==> src/rtl/tour_cmd.sv <==
// rtl/tour_cmd.sv - knight's-tour command sequencer muxed with the UART command path
//
// Purpose:
//   Turns a solved knight's tour into drive commands. While idle the UART
//   command path passes straight through. On start_tour the block walks the
//   24 moves of the tour. Each move becomes two commands: a vertical leg
//   (opcode 2), then a horizontal leg (opcode 3, move with fanfare). Each
//   command waits for clr_cmd_rdy (accepted) and then send_resp (finished).
//
// Ports:
//   clk          in   1   system clock, rising edge
//   rst          in   1   synchronous active-high reset
//   start_tour   in   1   one-cycle pulse: tour solution complete
//   move         in   8   one-hot move addressed by mv_indx (from solver)
//   mv_indx      out  5   index of the move being executed (0..23)
//   cmd_UART     in  16   command from the UART wrapper
//   cmd_rdy_UART in   1   UART command valid
//   cmd          out 16   {opcode[15:12], heading[11:4], squares[3:0]}
//   cmd_rdy      out  1   cmd valid
//   clr_cmd_rdy  in   1   command processor accepted cmd
//   send_resp    in   1   command processor finished the command
//   resp         out  8   response byte: 8'hA5 done/idle, 8'h5A in progress
//   tour_err     out  1   only with TOUR_CMD_MOVE_CHK_EN: one-cycle pulse on a
//                         non-one-hot move at VERT entry; the tour aborts
//
// Configuration macro: TOUR_CMD_MOVE_CHK_EN
//   Undefined (default): the lowest set bit of move is used, and 8'h00 decodes
//   as bit 0.
//   Defined: the move is validated and the tour_err port is added.

module tour_cmd (
    input  logic        clk,
    input  logic        rst,
    input  logic        start_tour,
    input  logic [7:0]  move,
    output logic [4:0]  mv_indx,
    input  logic [15:0] cmd_UART,
    input  logic        cmd_rdy_UART,
    output logic [15:0] cmd,
    output logic        cmd_rdy,
    input  logic        clr_cmd_rdy,
    input  logic        send_resp,
    output logic [7:0]  resp
`ifdef TOUR_CMD_MOVE_CHK_EN
    ,
    output logic        tour_err
`endif
);

    localparam logic [4:0] LAST_MOVE = 5'd23;

    localparam logic [3:0] OP_MOVE    = 4'h2;
    localparam logic [3:0] OP_FANFARE = 4'h3;

    localparam logic [7:0] HDG_NORTH = 8'h00;
    localparam logic [7:0] HDG_WEST  = 8'h3F;
    localparam logic [7:0] HDG_SOUTH = 8'h7F;
    localparam logic [7:0] HDG_EAST  = 8'hBF;

    localparam logic [7:0] RESP_DONE = 8'hA5;
    localparam logic [7:0] RESP_BUSY = 8'h5A;

    typedef enum logic [2:0] {
        IDLE   = 3'd0,
        VERT   = 3'd1,
        HOLD_V = 3'd2,
        HORZ   = 3'd3,
        HOLD_H = 3'd4
    } state_t;

    state_t state;

    // Move decode: the lowest set bit selects the move, so an all-zero move
    // falls through to bit 0.
    logic [2:0] mv_bit;
    logic [7:0] vert_hdg;
    logic [3:0] vert_sq;
    logic [7:0] horz_hdg;
    logic [3:0] horz_sq;

    always_comb begin
        mv_bit = 3'd0;
        for (int i = 7; i >= 0; i--) begin
            if (move[i]) begin
                mv_bit = 3'(i);
            end
        end
    end

    always_comb begin
        vert_hdg = HDG_NORTH;
        vert_sq  = 4'd2;
        horz_hdg = HDG_WEST;
        horz_sq  = 4'd1;
        case (mv_bit)
            3'd0: begin vert_hdg = HDG_NORTH; vert_sq = 4'd2; horz_hdg = HDG_WEST; horz_sq = 4'd1; end
            3'd1: begin vert_hdg = HDG_NORTH; vert_sq = 4'd2; horz_hdg = HDG_EAST; horz_sq = 4'd1; end
            3'd2: begin vert_hdg = HDG_NORTH; vert_sq = 4'd1; horz_hdg = HDG_WEST; horz_sq = 4'd2; end
            3'd3: begin vert_hdg = HDG_SOUTH; vert_sq = 4'd1; horz_hdg = HDG_WEST; horz_sq = 4'd2; end
            3'd4: begin vert_hdg = HDG_SOUTH; vert_sq = 4'd2; horz_hdg = HDG_WEST; horz_sq = 4'd1; end
            3'd5: begin vert_hdg = HDG_SOUTH; vert_sq = 4'd2; horz_hdg = HDG_EAST; horz_sq = 4'd1; end
            3'd6: begin vert_hdg = HDG_NORTH; vert_sq = 4'd1; horz_hdg = HDG_EAST; horz_sq = 4'd2; end
            3'd7: begin vert_hdg = HDG_SOUTH; vert_sq = 4'd1; horz_hdg = HDG_EAST; horz_sq = 4'd2; end
            default: ;
        endcase
    end

`ifdef TOUR_CMD_MOVE_CHK_EN
    // A legal move has exactly one bit set.
    logic move_ok;
    assign move_ok = (move != 8'h00) && ((move & (move - 8'd1)) == 8'h00);
`endif

    always_ff @(posedge clk) begin
        if (rst) begin
            state   <= IDLE;
            mv_indx <= 5'd0;
`ifdef TOUR_CMD_MOVE_CHK_EN
            tour_err <= 1'b0;
`endif
        end else begin
`ifdef TOUR_CMD_MOVE_CHK_EN
            tour_err <= 1'b0;
`endif
            case (state)
                IDLE: begin
                    if (start_tour) begin
                        state   <= VERT;
                        mv_indx <= 5'd0;
                    end
                end
                VERT: begin
`ifdef TOUR_CMD_MOVE_CHK_EN
                    // A bad move aborts the tour before it is ever offered
                    // to the command processor.
                    if (!move_ok) begin
                        state    <= IDLE;
                        tour_err <= 1'b1;
                    end else if (clr_cmd_rdy) begin
                        state <= HOLD_V;
                    end
`else
                    if (clr_cmd_rdy) begin
                        state <= HOLD_V;
                    end
`endif
                end
                HOLD_V: begin
                    if (send_resp) begin
                        state <= HORZ;
                    end
                end
                HORZ: begin
                    if (clr_cmd_rdy) begin
                        state <= HOLD_H;
                    end
                end
                HOLD_H: begin
                    if (send_resp) begin
                        if (mv_indx == LAST_MOVE) begin
                            state <= IDLE;
                        end else begin
                            mv_indx <= mv_indx + 5'd1;
                            state   <= VERT;
                        end
                    end
                end
                default: begin
                    state <= IDLE;
                end
            endcase
        end
    end

    // Outputs decode from the registered state. The UART path stays
    // combinational so idle commands see no added latency.
    always_comb begin
        cmd     = cmd_UART;
        cmd_rdy = cmd_rdy_UART;
        resp    = RESP_BUSY;
        case (state)
            IDLE: begin
                cmd     = cmd_UART;
                cmd_rdy = cmd_rdy_UART;
                resp    = RESP_DONE;
            end
            VERT: begin
                cmd = {OP_MOVE, vert_hdg, vert_sq};
`ifdef TOUR_CMD_MOVE_CHK_EN
                cmd_rdy = move_ok;
`else
                cmd_rdy = 1'b1;
`endif
            end
            HOLD_V: begin
                cmd     = {OP_MOVE, vert_hdg, vert_sq};
                cmd_rdy = 1'b0;
            end
            HORZ: begin
                cmd     = {OP_FANFARE, horz_hdg, horz_sq};
                cmd_rdy = 1'b1;
            end
            HOLD_H: begin
                cmd     = {OP_FANFARE, horz_hdg, horz_sq};
                cmd_rdy = 1'b0;
                resp    = (mv_indx == LAST_MOVE) ? RESP_DONE : RESP_BUSY;
            end
            default: ;
        endcase
    end

endmodule

==> config.mk <==
export PLATFORM = sky130hd
export DESIGN_NAME = tour_cmd
export DESIGN_NICKNAME = d
export VERILOG_FILES = /design/src/rtl/tour_cmd.sv
export SDC_FILE = /design/constraint.sdc
export NUM_CORES = 1
export LEC_CHECK = 0
export CORE_MARGIN = 5
export CORE_UTILIZATION = 30
export DETAILED_ROUTE_END_ITERATION = 8
export GPL_ROUTABILITY_DRIVEN = 0
export GPL_TIMING_DRIVEN = 0
export PLACE_DENSITY_LB_ADDON = 0.15
export SYNTH_ARGS = -nofsm -noshare
export SYNTH_HDL_FRONTEND = slang
export SYNTH_SLANG_ARGS = --single-unit
==> constraint.sdc <==
create_clock -name clk -period 2.3 [get_ports clk]
set_input_delay 0.46 -clock clk [delete_from_list [all_inputs] [get_ports clk]]
set_output_delay 0.46 -clock clk [all_outputs]
set_load 0.01 [all_outputs]
**Word level (Yosys, flattened, before mapping)**

Memories as Yosys holds them, arrays and structs flattened.
Index checks and enable logic that the tools add are counted.

- Memory bits (writable): 0
- Bits in latches: 0
- Register bits after elaboration: 8
- Bits in read-only memories: 96
- Memories kept: 1
- Output and inout port bits: 30

- $mul: 0
- Add/sub/neg operators: 1
- Divide/modulo/power cells: 0
- Shift-type cells: 0
- Magnitude comparators: 0
- Bitwise gates (word level): 0
- Reductions and logical operators: 8
- Equal/unequal tests: 11
- Muxes and demuxes: 23

Memories:

| name | depth | bits a word | rd ports | clocked after Yosys merged registers in | wr ports | RTL line | source |
|---|---|---|---|---|---|---|---|
| (name not given) | 8 | 12 | 1 | 0 | 0 | 95 | `case (mv_bit)` |

Operators by type and width:

| kind | number |
|---|---|
| $mux 3 | 13 |
| $pmux 16 s2 | 1 |
| $pmux 8 s2 | 1 |
| $mux 5 | 3 |
| $pmux 3 s5 | 1 |
| $ne 2x2->1 const B | 6 |
| $pmux 5 s2 | 1 |
| $mux 8 | 1 |
| $reduce_or 2->1 | 4 |
| $eq 3x2->1 const B | 2 |
| $add 5x1->5 const B | 1 |
| $eq 5x5->1 const B | 1 |
| $reduce_and 5->1 | 1 |
| $reduce_and 4->1 | 1 |
| $eq 3x1->1 const B | 1 |
| $eq 3x3->1 const B | 1 |
| $logic_not 3->1 | 1 |
| $pmux 1 s2 | 1 |
| $reduce_bool 2->1 | 1 |
| $mux 1 | 1 |

**Depth between registers and ports, before layout**

An unclocked memory read counts as a cell.

- Depth after elaboration: 10
- Mapped depth: 7
- Gate-level depth less buffers: 6

**Least setup slack after synthesis**

OpenSTA, ideal clock, no wires.

- Path type: register -> output
- Start: register state[2]
- End: output port resp[2]
- Setup slack: 0.419 ns
- Arrival: 1.421 ns
- Stages on the path, launching flop included: 8
- Cell sequence: dfxtp_1 > buf_6 > buf_2 > clkbuf_1 > nand2_1 > nand2_1 > inv_1 > buf_4

- Longest elaborated chain between the ends: 2
- Elaborated cells between the ends (all ways): 3
- Classes of those cells: 1 x eq/ne; 1 x mux; 1 x reduce/logical

RTL lines:

| what | RTL line | source |
|---|---|---|
| start, declared | 71 | `state_t state;` |
| start signal, assigned | 116 | `state <= IDLE;` |
| start signal, assigned | 128 | `state <= VERT;` |
| start signal, assigned | 144 | `state <= HOLD_V;` |
| $eq 3x3->1 or $logic_not 3->1 (tied branches) | 181 | `case (state)` |
| $pmux 8 s2 * | 181 |  |
| end, declared | 43 | `output logic [7:0] resp` |

Mark *: on every way between the ends. The rest lies on a longest branch, timed or not.

**Worst setup path in the final report**

- Start: input port move[7]
- End: output port cmd[10]

- Longest elaborated chain between the ends: 10

RTL lines:

| what | RTL line | source |
|---|---|---|
| start, declared | 35 | `input logic [7:0] move,` |
| $mux 3 (8 in series) | 84 | `if (move[i]) begin` |
| $mem_v2 8x12 | -- |  |
| $pmux 16 s2 | 181 |  |
| end, declared | 39 | `output logic [15:0] cmd,` |

No other way between the ends.

==> impl_metrics.py <==
metrics = {
    "sta": {
        "slew-limit-headroom_pct": 72.4,
        "holdWs_ns": 0.505,
        "hold_viol_final": 0,
        "min_period_ns": 2.23,
        "final_max_slew_viol_count": 0,
        "rsz0062_at_grt": "true",
        "fin_skew_ns": 0.00238,
        "finalCritPeriodShare_pct": 96.9,
        "worst_pin_slew_ns": 0.410,
        "fmax_mhz": 449,
        "setup_violations": 0,
    },
    "clock_network": {
        "cts_made_buffers": 3,
        "cts_tree": "built",
        "clock_sinks": 8,
        "cts_buffer_depth": 2,
        "clkTransAtPathRegs_ns": 0.05,
        "clkLatencyLatePin_ns": 0.26,
        "htreeDepth": 1,
        "cts_root_buf": "clkbuf_4",
    },
    "final_layout": {
        "n_antenna_cell": 0,
        "area_delta_synth_final_pct": 80.9,
        "fin_util_pct": 56.9,
        "fill_cells": 298,
        "nets": 247,
        "drive_above_1_share_pct": 28.5,
    },
    "logic_synthesis": {
        "ys_types": 40,
        "synth_warnings": 0,
        "seq_area_frac_synth_pct": 16.5,
        "synth-main-ff-cell": "dfxtp_1",
        "ys_ff_latch": 8,
        "synth_area_leaders": "dfxtp_1, a21oi_1, nor2_1",
        "syn_avg_cell_area_sq_um": 6.82,
        "synth_edf_count": 0,
        "synth.top_cell.area_share_pct": 16.5,
        "syn_nets": 173,
        "yosys.area.top_type": "dfxtp_1",
        "syn-cell-area_sq_um": 968,
        "netlist_instances": 142,
        "async_flop_share_pct": 0,
    },
    "drt": {
        "post_drt_via_cell_ratio": 4.84,
        "drt_iter0_drc": 34,
        "wl_per_cell_microns": 13.0,
        "drc": 0,
        "first_pass_iters": 4,
        "drt-total-wl_microns": 3350,
        "vias": 1249,
        "ant_nets": 0,
    },
    "global_routing": {
        "grt.busiest_layer": "met2",
        "grt_pass1_wl_microns": 5470,
        "grt.met3_usage_pct": 3.37,
        "grt_max_degree": 11,
        "overflow": 0,
        "globalRouteMet1Util_pct": 17.9,
        "grt_pass1_vias": 1233,
        "track_usage_pct": 15.4,
        "antenna_found_initial": 0,
        "gr-usage-met2_pct": 28.7,
    },
    "floorplanning": {
        "die_h_microns": 66.8,
        "io_pins": 60,
        "core_area_sq_mm": 0.00308,
        "die_width_microns": 66.8,
        "die-area_sq_mm": 0.00446,
        "rows": 20,
        "initial_core_util_pct": 31.5,
    },
    "setup_path": {
        "max_stage_delay_ns": 0.37,
        "cp_num_buf_inv": 3,
        "criticalPathCategory": "in -> out",
        "worstPathArrival_ns": 1.77,
        "crit_top_cell": "o21ai_2",
        "reg2reg_slack_ns": 0.80,
        "cpLargestDelayFamily": "compound AO/OA/AOI/OAI gates",
        "cp_slowest_cell": "a2111oi_4",
        "crit_fanout": 6,
        "cp-start-kind": "input port",
        "crit_path_end_kind": "output pin",
        "required_ns": 1.84,
        "crit_chain": "dlygate4sd2_1 -> nor2b_1 -> o21ai_2 -> a2111oi_4 -> o21ai_2 -> buf_6 -> o21ai_1 -> buf_2",
    },
    "place": {
        "io_buffers": 59,
        "hpwl_microns": 2530,
    },
    "power": {
        "peakVddDrop_uv": 251,
        "power_density_mw_per_mm2": 445,
        "leakagePower_nw": 0.751,
    },
    "min_path": {
        "hp-class": "reg -> reg",
    },
    "flow_run": {
        "maxCapViolCount": 0,
    },
    "outcome": {
        "status": "completed",
    },
}
## layer usage
metal,vias to the layer above,routed length [microns]
met5,-,0
met3,2,275
li1,650,-
met2,48,1730
met4,0,12
met1,549,1330
## where the power goes
| part | leakage (nW) | total [mW] | switching (mW) | internal [mW] |
|---|---|---|---|---|
| Sequential | 0.0669 | 0.156 | 0.0117 | 0.144 |
| Clock | 0.0138 | 0.109 | 0.0491 | 0.0598 |
| Combinational | 0.671 | 0.515 | 0.239 | 0.276 |
## registers in the layout (all words and copies together), names as in the netlist
signal and count:
mv_indx 5, state 3
## final timing paths
kind,startpoint,endpoint,depth (start not counted)
worst max-delay path,move[7],cmd[10],8
worst min-delay path,mv_indx[0],mv_indx[0],2
worst max register to register,state[2],mv_indx[3],6
worst min register to register,mv_indx[0],mv_indx[0],2
## layout by cell type, fill, tap and decap left out, types with 3 or more instances in the layout
cell type	instances
a21oi_1	14
dfxtp_1	4
nand3_1	3
dfxtp_2	3
or2_2	3
inv_1	4
nor2_1	15
nor2_2	3
maj3_1	6
clkbuf_4	3
o21ai_0	9
clkdlybuf4s50_1	33
dlymetal6s2s_1	4
buf_2	9
buf_6	3
buf_4	18
clkbuf_2	3
dlygate4sd2_1	10
or3_1	3
a211oi_1	4
nor3_1	3
nor2b_1	5
nand2_1	15
## cells in the mapped netlist, types with 2 or more instances
| library cell | n |
|---|---|
| buf_4 | 6 |
| o21ai_0 | 10 |
| or2_2 | 3 |
| dfxtp_1 | 8 |
| a211oi_1 | 4 |
| xnor2_1 | 3 |
| a31oi_1 | 2 |
| buf_2 | 4 |
| maj3_1 | 6 |
| and2_1 | 2 |
| nand3_1 | 3 |
| nor2_2 | 2 |
| nand2_1 | 16 |
| nor2b_1 | 5 |
| nor2_1 | 18 |
| nor3_1 | 4 |
| nand2b_1 | 2 |
| a32oi_1 | 2 |
| inv_1 | 5 |
| or3_1 | 3 |
| o31ai_1 | 2 |
| a21oi_1 | 14 |
## metrics by stage
stage	instance area, sq um	instances	setup WS [ns]	setup TNS (ns)	total power, mW
global route	1750	258	-0.0205	-0.0558	0.844
CTS	1720	255	-0.0142	-0.0142	0.780
finish	1750	258	0.0707	0	0.780
global placement	1610	245	-0.644	-6.54	0.672
detailed placement	1610	245	-0.653	-6.98	0.679
floorplan	968	142	0.419	0	0.417
## final cells by class
| cell class | instances | area, sq um | area share [%] |
|---|---|---|---|
| Buffer | 12 | 101 | 5.79 |
| Clock buffer | 3 | 22.5 | 1.29 |
| Inverter | 5 | 18.8 | 1.07 |
| Multi-Input combinational cell | 117 | 777 | 44.4 |
| Sequential cell | 8 | 168 | 9.57 |
| Tap cell | 44 | 55.1 | 3.14 |
| Timing Repair Buffer | 69 | 609 | 34.8 |
## cell families after synthesis
kind of cell / Yosys count / share of synthesized area (%)
and+or+nand+nor: 63 / 34.0
buffers and inverters: 17 / 10.2
adders and majority gates: 7 / 7.49
AOI/OAI and AO/OA: 44 / 29.1
DFF: 8 / 16.5
xor gates and xnor gates: 3 / 2.71
## worst register-to-register path, stage by stage (launching register included)
cell and delay [ns]:
dfxtp_1 0.31, buf_6 0.12, buf_4 0.13, nor4b_4 0.29
a21oi_2 0.08, or3_1 0.35, a21oi_1 0.14
## repair_timing
action | CTS | global route
pin swaps | 4 | 5
endpoints found under the setup margin | 25 | 18
cloned | 0 | 0
hold buffers | 0 | 0
gates resized for setup | 70 | 14
buffers inserted | 7 | 3
No activity file was read; power rests on OpenSTA's default activity.
